## src/rtl/mem_compare_pipe_if.sv

```systemverilog
// Bus bundle for mem_compare_pipe: command, shared memory read port, and status.
// The slave modport is the comparator's view; master is the requester/memory side.
// Optional first-mismatch reporting is present when MEM_COMPARE_FIRST_MISMATCH_EN is defined.
interface mem_compare_pipe_if #(
    parameter int WIDTH = 32,
    parameter int AW    = 4
);
    logic             i_start;
    logic [AW-1:0]    i_start_addr;
    logic [AW-1:0]    i_end_addr;
    logic [WIDTH-1:0] i_last_mask;
    logic [AW-1:0]    o_mem_in_addr;
    logic             o_mem_in_en;
    logic [WIDTH-1:0] i_mem_in_1;
    logic [WIDTH-1:0] i_mem_in_2;
    logic             o_busy;
    logic             o_fail;
    logic             o_done;
`ifdef MEM_COMPARE_FIRST_MISMATCH_EN
    logic [AW-1:0]    o_mismatch_addr;
    logic             o_mismatch_vld;
`endif

    modport slave (
        input  i_start,
        input  i_start_addr,
        input  i_end_addr,
        input  i_last_mask,
        output o_mem_in_addr,
        output o_mem_in_en,
        input  i_mem_in_1,
        input  i_mem_in_2,
        output o_busy,
        output o_fail,
`ifdef MEM_COMPARE_FIRST_MISMATCH_EN
        output o_mismatch_addr,
        output o_mismatch_vld,
`endif
        output o_done
    );

    modport master (
        output i_start,
        output i_start_addr,
        output i_end_addr,
        output i_last_mask,
        input  o_mem_in_addr,
        input  o_mem_in_en,
        output i_mem_in_1,
        output i_mem_in_2,
        input  o_busy,
        input  o_fail,
`ifdef MEM_COMPARE_FIRST_MISMATCH_EN
        input  o_mismatch_addr,
        input  o_mismatch_vld,
`endif
        input  o_done
    );
endinterface

```

## src/rtl/mem_compare_pipe.sv

```systemverilog
// mem_compare_pipe: constant-time compare of an address range in two memories.
// Issues one read per cycle to both memories, tags each read through an RD_LAT-deep
// valid/last pipeline, and folds masked XOR differences into a sticky fail flag.
// Optional feature: define MEM_COMPARE_FIRST_MISMATCH_EN to report the first
// mismatching address on o_mismatch_addr / o_mismatch_vld.
module mem_compare_pipe #(
    parameter int WIDTH         = 32,
    parameter int MAX_MEM_DEPTH = 16,
    parameter int RD_LAT        = 1
) (
    input  logic               i_clk,
    input  logic               i_rst,
    mem_compare_pipe_if.slave  bus
);
    localparam int AW = (MAX_MEM_DEPTH > 1) ? $clog2(MAX_MEM_DEPTH) : 1;

    localparam logic [1:0] S_IDLE  = 2'd0;
    localparam logic [1:0] S_ISSUE = 2'd1;
    localparam logic [1:0] S_DRAIN = 2'd2;
    localparam logic [1:0] S_DONE  = 2'd3;

    logic [1:0]        r_state;
    logic [AW-1:0]     r_addr;
    logic [AW-1:0]     r_end_addr;
    logic [WIDTH-1:0]  r_mask;
    logic [RD_LAT-1:0] r_vld_pipe;
    logic [RD_LAT-1:0] r_last_pipe;
    logic              r_acc;
    logic              r_busy;
    logic              r_fail;
    logic              r_done;

    logic              w_start;
    logic              w_issue;
    logic              w_issue_last;
    logic              w_cmp_vld;
    logic              w_cmp_last;
    logic [WIDTH-1:0]  w_mask;
    logic [WIDTH-1:0]  w_term;
    logic              w_term_any;

    assign w_start      = (r_state == S_IDLE) && bus.i_start;
    assign w_issue      = (r_state == S_ISSUE);
    assign w_issue_last = w_issue && (r_addr == r_end_addr);
    assign w_cmp_vld    = r_vld_pipe[RD_LAT-1];
    assign w_cmp_last   = r_last_pipe[RD_LAT-1];
    assign w_mask       = w_cmp_last ? r_mask : {WIDTH{1'b1}};
    assign w_term       = (bus.i_mem_in_1 ^ bus.i_mem_in_2) & w_mask;
    assign w_term_any   = |w_term;

    assign bus.o_mem_in_addr = r_addr;
    assign bus.o_mem_in_en   = w_issue;
    assign bus.o_busy        = r_busy;
    assign bus.o_fail        = r_fail;
    assign bus.o_done        = r_done;

    // Sequencer: accept a request, walk the address range, wait for the last tagged read.
    always_ff @(posedge i_clk or posedge i_rst) begin
        if (i_rst) begin
            r_state    <= S_IDLE;
            r_addr     <= '0;
            r_end_addr <= '0;
            r_mask     <= '0;
        end else begin
            // NOTE: non-blocking assignments let every register here see pre-edge values,
            // so statement order inside this block never changes behaviour.
            case (r_state)
                S_IDLE: begin
                    if (bus.i_start) begin
                        r_addr     <= bus.i_start_addr;
                        r_end_addr <= bus.i_end_addr;
                        r_mask     <= bus.i_last_mask;
                        r_state    <= S_ISSUE;
                    end
                end
                S_ISSUE: begin
                    // Compare against the end address so the range wraps through 0.
                    if (w_issue_last) begin
                        r_state <= S_DRAIN;
                    end else begin
                        r_addr <= r_addr + 1'b1;
                    end
                end
                S_DRAIN: begin
                    if (w_cmp_vld && w_cmp_last) begin
                        r_state <= S_DONE;
                    end
                end
                S_DONE: begin
                    r_state <= S_IDLE;
                end
                default: begin
                    r_state <= S_IDLE;
                end
            endcase
        end
    end

    // Read tag pipeline: marks which cycles carry valid data and which one is the last word.
    always_ff @(posedge i_clk or posedge i_rst) begin
        if (i_rst) begin
            r_vld_pipe  <= '0;
            r_last_pipe <= '0;
        end else begin
            r_vld_pipe[0]  <= w_issue;
            r_last_pipe[0] <= w_issue_last;
            for (int i = 1; i < RD_LAT; i++) begin
                r_vld_pipe[i]  <= r_vld_pipe[i-1];
                r_last_pipe[i] <= r_last_pipe[i-1];
            end
        end
    end

    // Result accumulation: sticky mismatch flag, no early exit, fail/done on the last compare.
    always_ff @(posedge i_clk or posedge i_rst) begin
        if (i_rst) begin
            r_acc  <= 1'b0;
            r_busy <= 1'b0;
            r_fail <= 1'b0;
            r_done <= 1'b0;
        end else begin
            r_done <= 1'b0;
            if (w_start) begin
                r_acc  <= 1'b0;
                r_fail <= 1'b0;
                r_busy <= 1'b1;
            end else if (w_cmp_vld) begin
                if (w_cmp_last) begin
                    r_fail <= r_acc | w_term_any;
                    r_done <= 1'b1;
                    r_busy <= 1'b0;
                    r_acc  <= 1'b0;
                end else begin
                    r_acc <= r_acc | w_term_any;
                end
            end
        end
    end

`ifdef MEM_COMPARE_FIRST_MISMATCH_EN
    logic [AW-1:0] r_tag_pipe [RD_LAT];
    logic [AW-1:0] r_mm_addr;
    logic          r_mm_vld;

    assign bus.o_mismatch_addr = r_mm_addr;
    assign bus.o_mismatch_vld  = r_mm_vld;

    // Address tags travel alongside the valid pipeline to name the word being compared.
    // NOTE: these tags are pure data qualified by r_vld_pipe, so they carry no reset.
    always_ff @(posedge i_clk) begin
        r_tag_pipe[0] <= r_addr;
        for (int i = 1; i < RD_LAT; i++) begin
            r_tag_pipe[i] <= r_tag_pipe[i-1];
        end
    end

    // First-mismatch capture: the earliest nonzero compare term wins and is never overwritten.
    always_ff @(posedge i_clk or posedge i_rst) begin
        if (i_rst) begin
            r_mm_addr <= '0;
            r_mm_vld  <= 1'b0;
        end else if (w_start) begin
            r_mm_addr <= '0;
            r_mm_vld  <= 1'b0;
        end else if (w_cmp_vld && w_term_any && !r_mm_vld) begin
            r_mm_addr <= r_tag_pipe[RD_LAT-1];
            r_mm_vld  <= 1'b1;
        end
    end
`endif

endmodule

```

## src/flat_wrapper.sv

```systemverilog
// flat-port wrapper written by rule: the top's interface ports become plain ports
module mem_compare_pipe_flat 
#(
    parameter int WIDTH         = 32,
    parameter int MAX_MEM_DEPTH = 16,
    parameter int RD_LAT        = 1
)
  (i_clk, i_rst, bus_i_start, bus_i_start_addr, bus_i_end_addr, bus_i_last_mask, bus_o_mem_in_addr, bus_o_mem_in_en, bus_i_mem_in_1, bus_i_mem_in_2, bus_o_busy, bus_o_fail, bus_o_done);
  mem_compare_pipe_if #(.WIDTH(WIDTH), .AW((4))) bus_i ();
  input  logic i_clk;
  input  logic i_rst;
  input wire logic [$bits(bus_i.i_start)-1:0] bus_i_start;
  input wire logic [$bits(bus_i.i_start_addr)-1:0] bus_i_start_addr;
  input wire logic [$bits(bus_i.i_end_addr)-1:0] bus_i_end_addr;
  input wire logic [$bits(bus_i.i_last_mask)-1:0] bus_i_last_mask;
  output wire logic [$bits(bus_i.o_mem_in_addr)-1:0] bus_o_mem_in_addr;
  output wire logic [$bits(bus_i.o_mem_in_en)-1:0] bus_o_mem_in_en;
  input wire logic [$bits(bus_i.i_mem_in_1)-1:0] bus_i_mem_in_1;
  input wire logic [$bits(bus_i.i_mem_in_2)-1:0] bus_i_mem_in_2;
  output wire logic [$bits(bus_i.o_busy)-1:0] bus_o_busy;
  output wire logic [$bits(bus_i.o_fail)-1:0] bus_o_fail;
  output wire logic [$bits(bus_i.o_done)-1:0] bus_o_done;
  assign bus_i.i_start = bus_i_start;
  assign bus_i.i_start_addr = bus_i_start_addr;
  assign bus_i.i_end_addr = bus_i_end_addr;
  assign bus_i.i_last_mask = bus_i_last_mask;
  assign bus_o_mem_in_addr = bus_i.o_mem_in_addr;
  assign bus_o_mem_in_en = bus_i.o_mem_in_en;
  assign bus_i.i_mem_in_1 = bus_i_mem_in_1;
  assign bus_i.i_mem_in_2 = bus_i_mem_in_2;
  assign bus_o_busy = bus_i.o_busy;
  assign bus_o_fail = bus_i.o_fail;
  assign bus_o_done = bus_i.o_done;
  mem_compare_pipe #(.WIDTH(WIDTH), .MAX_MEM_DEPTH(MAX_MEM_DEPTH), .RD_LAT(RD_LAT)) u_core (.i_clk(i_clk), .i_rst(i_rst), .bus(bus_i));
endmodule
```

## config.mk

```make
export PLATFORM = sky130hd
export DESIGN_NAME = mem_compare_pipe_flat
export DESIGN_NICKNAME = d
export VERILOG_FILES = /design/src/rtl/mem_compare_pipe_if.sv /design/src/rtl/mem_compare_pipe.sv /design/src/flat_wrapper.sv
export SDC_FILE = /design/constraint.sdc
export NUM_CORES = 1
export LEC_CHECK = 0
export ABC_AREA = 1
export ABC_CLOCK_PERIOD_IN_PS = 2650
export CAP_MARGIN = 0
export CORE_MARGIN = 5
export CORE_UTILIZATION = 42
export DETAILED_ROUTE_END_ITERATION = 16
export PLACE_DENSITY = 0.78
export SYNTH_ARGS = -nofsm -noshare
export SYNTH_HDL_FRONTEND = slang
export SYNTH_SLANG_ARGS = --single-unit
```

## constraint.sdc

```tcl
create_clock -name i_clk -period 2.65 [get_ports i_clk]
set_input_delay 0.53 -clock i_clk [delete_from_list [all_inputs] [get_ports i_clk]]
set_output_delay 0.53 -clock i_clk [all_outputs]
set_load 0.02 [all_outputs]
```

==> out/results.txt, run 1 <==
EDFF count, synth: 0
Hold WS: 485 ps
Clock sink count: 48
Final worst setup slack: 328 ps
Remaining DRCs: 0
Final Hold Vio Count: 0
Synth cell types: 20
Largest net degree at the start of global routing: 54
Area of the multi-input gates: 1290 um2
DRT iter0 DRCs: 94
Area share of the largest cell type after synthesis: 41.7%
Final ANT Viol Nets: 0
Drt pass-1 iters: 4
Cell with the most instances after synthesis: nand2_1
Skew-Pair Late Insertion Delay: 300 ps
Sw Pwr: 321 uW
RePlAce Congestion: 0.797
# fillers: 620
Sw Share: 22.3%
Syn Std Cell Area: 2880 um2
Primary FF master, synth: dfrtp_1
Worst EP required: 2120 ps
GRT Total Usage: 17.1%
Hold/Removal Path Class: reg -> reg
Max VDD drop: 0.195 mV
Vias: 2862
Setup repair bufs after CTS: 0
Synth Net Count: 547
Register bit count reported by yosys: 48
Clk buf depth: 2
Vias per cell: 4.52
WP data arrival: 1790 ps
Run status: finished clean
Tcrit/Tclk final: 87.6%
Reg clk slew, reported paths: 80 ps
Worst-Margin Slew: 369 ps
Die ar.: 8610 um2
Vias in the first global route: 2725
Post-layout minimum cycle time: 2320 ps
PortBufs: 114
CP startpoint kind: flip-flop
Critical path class: reg -> out
P_leak: 2.23 nW
Inserted Diodes: 0
Dominant cells by area after synthesis: dfrtp_1 (42%), nand2_1 (24%), inv_1 (11%)
Die X: 92.8 um
CTS root buffer: clkbuf_8
Max Freq: 0.431 GHz
Post-DP HPWL: 5800 um
Critical-path maximum fanout: 9
Area Growth Syn to Fin: 45.9%
DR WL/cell: 11.4 um
Nets@finish: 663
Share of cells above drive strength 1: 3.25%
Synth Area per Inst: 6.60 um2
PwrDens: 342 nW/um2
Internal: 1.12 mW
Part of the power in combinational logic: 18.0%
Layout Skew: 7.33 ps
Sequential fraction of the synthesis area: 41.7%
Post-CTS Resized: 0
Seq pwr share: 50.9%
Post-synth top cells: nand2_1 (184), inv_1 (85), dfrtp_1 (48)
Core ar.: 6720 um2
Storage element area: 1200 um2
Clock power share: 31.1%
YS warnings: 0
Setup_tns: 0 ps
Std cell rows: 30
Slew HR: 75.3%
Ys async rst share: 100%
I/O pins: 115
Initial antenna violation count: 0
RSZ-0062 raised after global routing: false
Synthesized instance count: 436
Total Routed Length: 7240 um
TritonCTS clock tree: built
Total congestion overflow: 0
Maximum Capacitance Violations: 0
Pins Over Slew Limit: 0
H-tree depth reported by CTS: 2
Total CTS buffers: 5
Crit. End Element: primary output
First-pass GRT wire length: 11900 um
Post-synth top area cell: dfrtp_1
# setup viols final: 0
Post-CTS Hold Buffers: 0
Dpl ws: 652 ps
Die Y-Extent: 92.8 um
Starting density of the core: 42.8%
-- worst max-delay path: stages, from the launching register on --
cell and delay, ps:
dfrtp_1 380, inv_1 100, ha_1 340, clkdlybuf4s50_1 670
-- layout by cell type, fill, tap and decap left out, types with 2 or more instances in the layout --
cell type and instances:
nand2_1 184, clkdlybuf4s50_1 114, inv_1 84, dfrtp_1 48, o21ai_0 33, nand3_1 32, nor2_1 16, xor2_1 9
clkbuf_8 6, ha_1 4, buf_4 4, or2_1 3, or2_2 3, inv_2 2, nand4_1 2, clkbuf_1 2
-- metal layers --
layer | part of all wire (%) | global-route usage (%) | routed length [um] | vias to the layer above
met5 | 0 | 0 | 0 | -
met4 | 1.8 | 5.25 | 129 | 0
met3 | 6.9 | 3.90 | 496 | 12
met2 | 46 | 29.0 | 3350 | 82
met1 | 45 | 21.6 | 3260 | 1243
li1 | - | - | - | 1525
-- through the flow --
stage | total power [mW] | util [%] | std cells | cell area, um2
finish | 1.44 | 62.5 | 633 | 4200
global route | 1.51 | 62.5 | 633 | 4200
CTS | 1.46 | 62.5 | 633 | 4200
detailed placement | 1.01 | 61.2 | 625 | 4110
global placement | 1.00 | 61.2 | 625 | 4110
floorplan | 0.822 | - | 436 | 2880
-- state kept, by name (all words and copies together), names as in the netlist --
name	flops
u_core.bus.o_mem_in_addr	4
u_core.r_last_pipe	1
u_core.bus.o_done	1
u_core.r_state	2
u_core.r_end_addr	4
u_core.bus.o_fail	1
u_core.bus.o_busy	1
u_core.r_vld_pipe	1
u_core.r_acc	1
u_core.r_mask	32
-- final timing paths --
path | startpoint | depth (start not counted) | end | slack (ps)
worst max-delay path | u_core.r_state[1] | 3 | bus_o_mem_in_en | 330
worst min-delay path | u_core.r_mask[20] | 2 | u_core.r_mask[20] | 490
worst max register to register | u_core.r_last_pipe | 10 | u_core.bus.o_fail | 840
worst min register to register | u_core.r_mask[20] | 2 | u_core.r_mask[20] | 490
max in group asynchronous | i_rst | 3 | u_core.r_mask[16] | 1590
min in group asynchronous | i_rst | 2 | u_core.r_mask[31] | 510
-- cell families after synthesis --
| kind of cell | count (synthesis) | share of synthesized area, % |
|---|---|---|
| AOI/OAI and AO/OA | 37 | 6.74 |
| xor gates and xnor gates | 9 | 2.74 |
| adders and majority gates | 4 | 1.74 |
| buffers and inverters | 97 | 13.4 |
| DFF | 48 | 41.7 |
| and+or+nand+nor | 241 | 33.6 |
-- power groups by stage --
stage | Clock, mW | Sequential (mW) | Combinational [mW]
floorplan | 0 | 0.746 | 0.0756
global placement | 0 | 0.746 | 0.256
detailed placement | 0 | 0.746 | 0.260
CTS | 0.462 | 0.732 | 0.262
global route | 0.489 | 0.732 | 0.287
finish | 0.447 | 0.732 | 0.258
-- final cells by class --
class	count	area share (%)
Clock buffer	8	2.15
Inverter	87	7.78
Multi-Input combinational cell	291	30.7
Sequential cell	48	28.6
Tap cell	80	2.38
Timing Repair Buffer	119	28.4
No activity file was read; power rests on OpenSTA's default activity.
==> run 2: changes to the inputs <==
--- a/config.mk
+++ b/config.mk
@@ -12,6 +12,7 @@
 export CORE_UTILIZATION = 42
 export DETAILED_ROUTE_END_ITERATION = 16
 export PLACE_DENSITY = 0.78
+export SETUP_SLACK_MARGIN = 0.4
 export SYNTH_ARGS = -nofsm -noshare
 export SYNTH_HDL_FRONTEND = slang
 export SYNTH_SLANG_ARGS = --single-unit
==> run 2 against run 1 <==
Against the previous run:
- critical path depth shrank 2
- final cell count is the same
- sequential power is essentially flat
- global-route usage is the same
- clock skew is essentially flat
- flip-flop and latch count is the same
- routed wire length is the same
- combinational power is essentially flat
- final area is essentially flat
- utilization is essentially flat
- clock power is essentially flat
- critical path type unchanged
- largest cell class unchanged
==> out/results.txt, run 2 (same netlist as run 1, synthesis figures left out) <==
Setup repair bufs after CTS: 0 (unchanged)
Max VDD drop: 0.195 mV (unchanged)
Hold endpoint: u_core.r_mask[20] (unchanged)
Part of the power in combinational logic: 18.0% (about the same)
Total power: 1.44 mW (about the same)
# setup viols final: 0 (unchanged)
Utilization after layout: 62.5% (about the same)
Core ar.: 6720 um2 (unchanged)
Initial antenna violation count: 0 (unchanged)
Post-DP HPWL: 5800 um (unchanged)
TritonCTS clock tree: built (unchanged)
Inst Count DP: 625 (unchanged)
CTS root buffer: clkbuf_8 (unchanged)
Worst reg-to-reg path cell count: 10 (unchanged)
Final ANT Viol Nets: 0 (unchanged)
Slew HR: 75.4% (was 75.3%)
Std cell rows: 30 (unchanged)
Maximum Capacitance Violations: 0 (unchanged)
Skew-Pair Late Insertion Delay: 300 ps (about the same)
Non-Filler Instances: 633 (unchanged)
Layout Skew: 6.93 ps (was 7.33 ps)
Area Growth Syn to Fin: 46.0% (was 45.9%)
CP Buf/Inv Count: 1 (was 2)
Share of cells above drive strength 1: 3.44% (was 3.25%)
Crit. End Element: primary output (unchanged)
Sw Pwr: 321 uW (about the same)
RSZ-0062 raised after global routing: false (unchanged)
P_leak: 2.24 nW (was 2.23 nW)
Top reg by flops: u_core.r_mask (unchanged)
Tcrit/Tclk final: 74.2% (was 87.6%)
WP data arrival: 1440 ps (was 1790 ps)
CP delay by family, top: buffers and inverters (unchanged)
CP startpoint kind: flip-flop (unchanged)
Reg clk slew, reported paths: 80 ps (about the same)
Crit-path max cell delay: 670 ps (about the same)
Min-delay src: u_core.r_mask[20] (unchanged)
DRT iter0 DRCs: 94 (unchanged)
Remaining DRCs: 0 (unchanged)
I/O pins: 115 (unchanged)
RePlAce Congestion: 0.797 (unchanged)
Worst-Margin Slew: 368 ps (was 369 ps)
Reg2reg setup slack: 840 ps (about the same)
Inserted Diodes: 0 (unchanged)
Critical path class: reg -> out (unchanged)
Hold/Removal Path Class: reg -> reg (unchanged)
Crit path cell chain: clkdlybuf4s50_1 (was inv_1 > ha_1 > clkdlybuf4s50_1)
Pins Over Slew Limit: 0 (unchanged)
Max Freq: 0.509 GHz (was 0.431 GHz)
DR WL/cell: 11.4 um (unchanged)
Max FFs per register: 32 (unchanged)
# fillers: 620 (unchanged)
Clock power share: 31.1% (about the same)
Die Y-Extent: 92.8 um (unchanged)
Worst EP required: 2120 ps (about the same)
Drt pass-1 iters: 4 (unchanged)
PortBufs: 114 (unchanged)
PwrDens: 342 nW/um2 (about the same)
Vias in the first global route: 2725 (unchanged)
R2r endpoint: u_core.bus.o_fail (unchanged)
Seq pwr share: 50.9% (about the same)
Post-layout minimum cycle time: 1970 ps (was 2320 ps)
Die X: 92.8 um (unchanged)
H-tree depth reported by CTS: 2 (unchanged)
Setup_tns: 0 ps (unchanged)
Crit Reg-Reg Startpoint: u_core.r_last_pipe (unchanged)
GRT Total Usage: 17.1% (unchanged)
First-pass GRT wire length: 11900 um (unchanged)
Run status: finished clean (unchanged)
Largest net degree at the start of global routing: 54 (unchanged)
Internal: 1.12 mW (about the same)
Final Hold Vio Count: 0 (unchanged)
Starting density of the core: 42.8% (unchanged)
Most common cell after layout, fill and taps aside: nand2_1 (unchanged)
Highest-count cells in the layout ignoring fill and taps: nand2_1 (184), clkdlybuf4s50_1 (113), inv_1 (84) (was nand2_1 (184), clkdlybuf4s50_1 (114), inv_1 (84))
Clock sink count: 48 (unchanged)
Die ar.: 8610 um2 (unchanged)
Clk buf depth: 2 (unchanged)
Sw Share: 22.3% (about the same)
Total CTS buffers: 5 (unchanged)
Hold Path Stages: 2 (unchanged)
Vias per cell: 4.53 (was 4.52)
Vias: 2866 (was 2862)
Critical-path maximum fanout: 6 (was 9)
Nets@finish: 663 (unchanged)
Crit-path slowest cell: clkdlybuf4s50_1 (unchanged)
Total Routed Length: 7240 um (unchanged)
Total congestion overflow: 0 (unchanged)
-- run 2: tightest hold or removal path, stage by stage, from the launching register on --
cell,delay [ps]
dfrtp_1,350
nand2_1,50
nand2_1,60
-- run 2: how the worst max path moves through the flow --
stage	startpoint	to	depth (start not counted)
2_1_floorplan	i_rst	u_core.bus.o_busy	1
3_3_place_gp	u_core.r_state[1]	bus_o_mem_in_en	3
3_5_place_dp	u_core.r_state[1]	bus_o_mem_in_en	3
4_1_cts	u_core.bus.o_mem_in_addr[0]	bus_o_mem_in_addr[0]	1
5_1_grt	u_core.r_state[1]	bus_o_mem_in_en	3
6_report	u_core.bus.o_mem_in_addr[0]	bus_o_mem_in_addr[0]	1
-- run 2: power by group through the flow --
| stage | clock (mW) | sequential, mW | combinational (mW) |
|---|---|---|---|
| after floorplan | 0 | 0.746 | 0.0756 |
| after global placement | 0 | 0.746 | 0.256 |
| after detailed placement | 0 | 0.746 | 0.260 |
| after CTS | 0.462 | 0.732 | 0.262 |
| after global routing | 0.489 | 0.732 | 0.287 |
| final | 0.447 | 0.732 | 0.258 |
-- run 2: per-layer routing --
metal	GRT usage, %	vias to the layer above	wire length [um]
met2	29.0	82	3360
met1	21.6	1246	3260
met3	3.90	12	496
met5	0	-	0
li1	-	1526	-
met4	5.25	0	129
-- run 2: layout make-up --
type | instances | area [um2] | area share [%]
Clock buffer | 8 | 90.1 | 2.14
Inverter | 87 | 327 | 7.77
Multi-Input combinational cell | 291 | 1290 | 30.8
Sequential cell | 48 | 1200 | 28.6
Tap cell | 80 | 100 | 2.38
Timing Repair Buffer | 119 | 1190 | 28.3
-- run 2: metrics by stage --
step	hold slack [ps]	setup WS (ps)	area (um2)
after floorplan	441	976	2880
after global routing	515	615	4200
after global placement	456	672	4110
after detailed placement	468	652	4110
final	485	684	4200
after CTS	490	658	4200
-- run 2: what timing repair did --
item	in CTS	in global routing
endpoints found under the setup margin	1	0
hold buffers	0	0
gates resized for setup	2	0
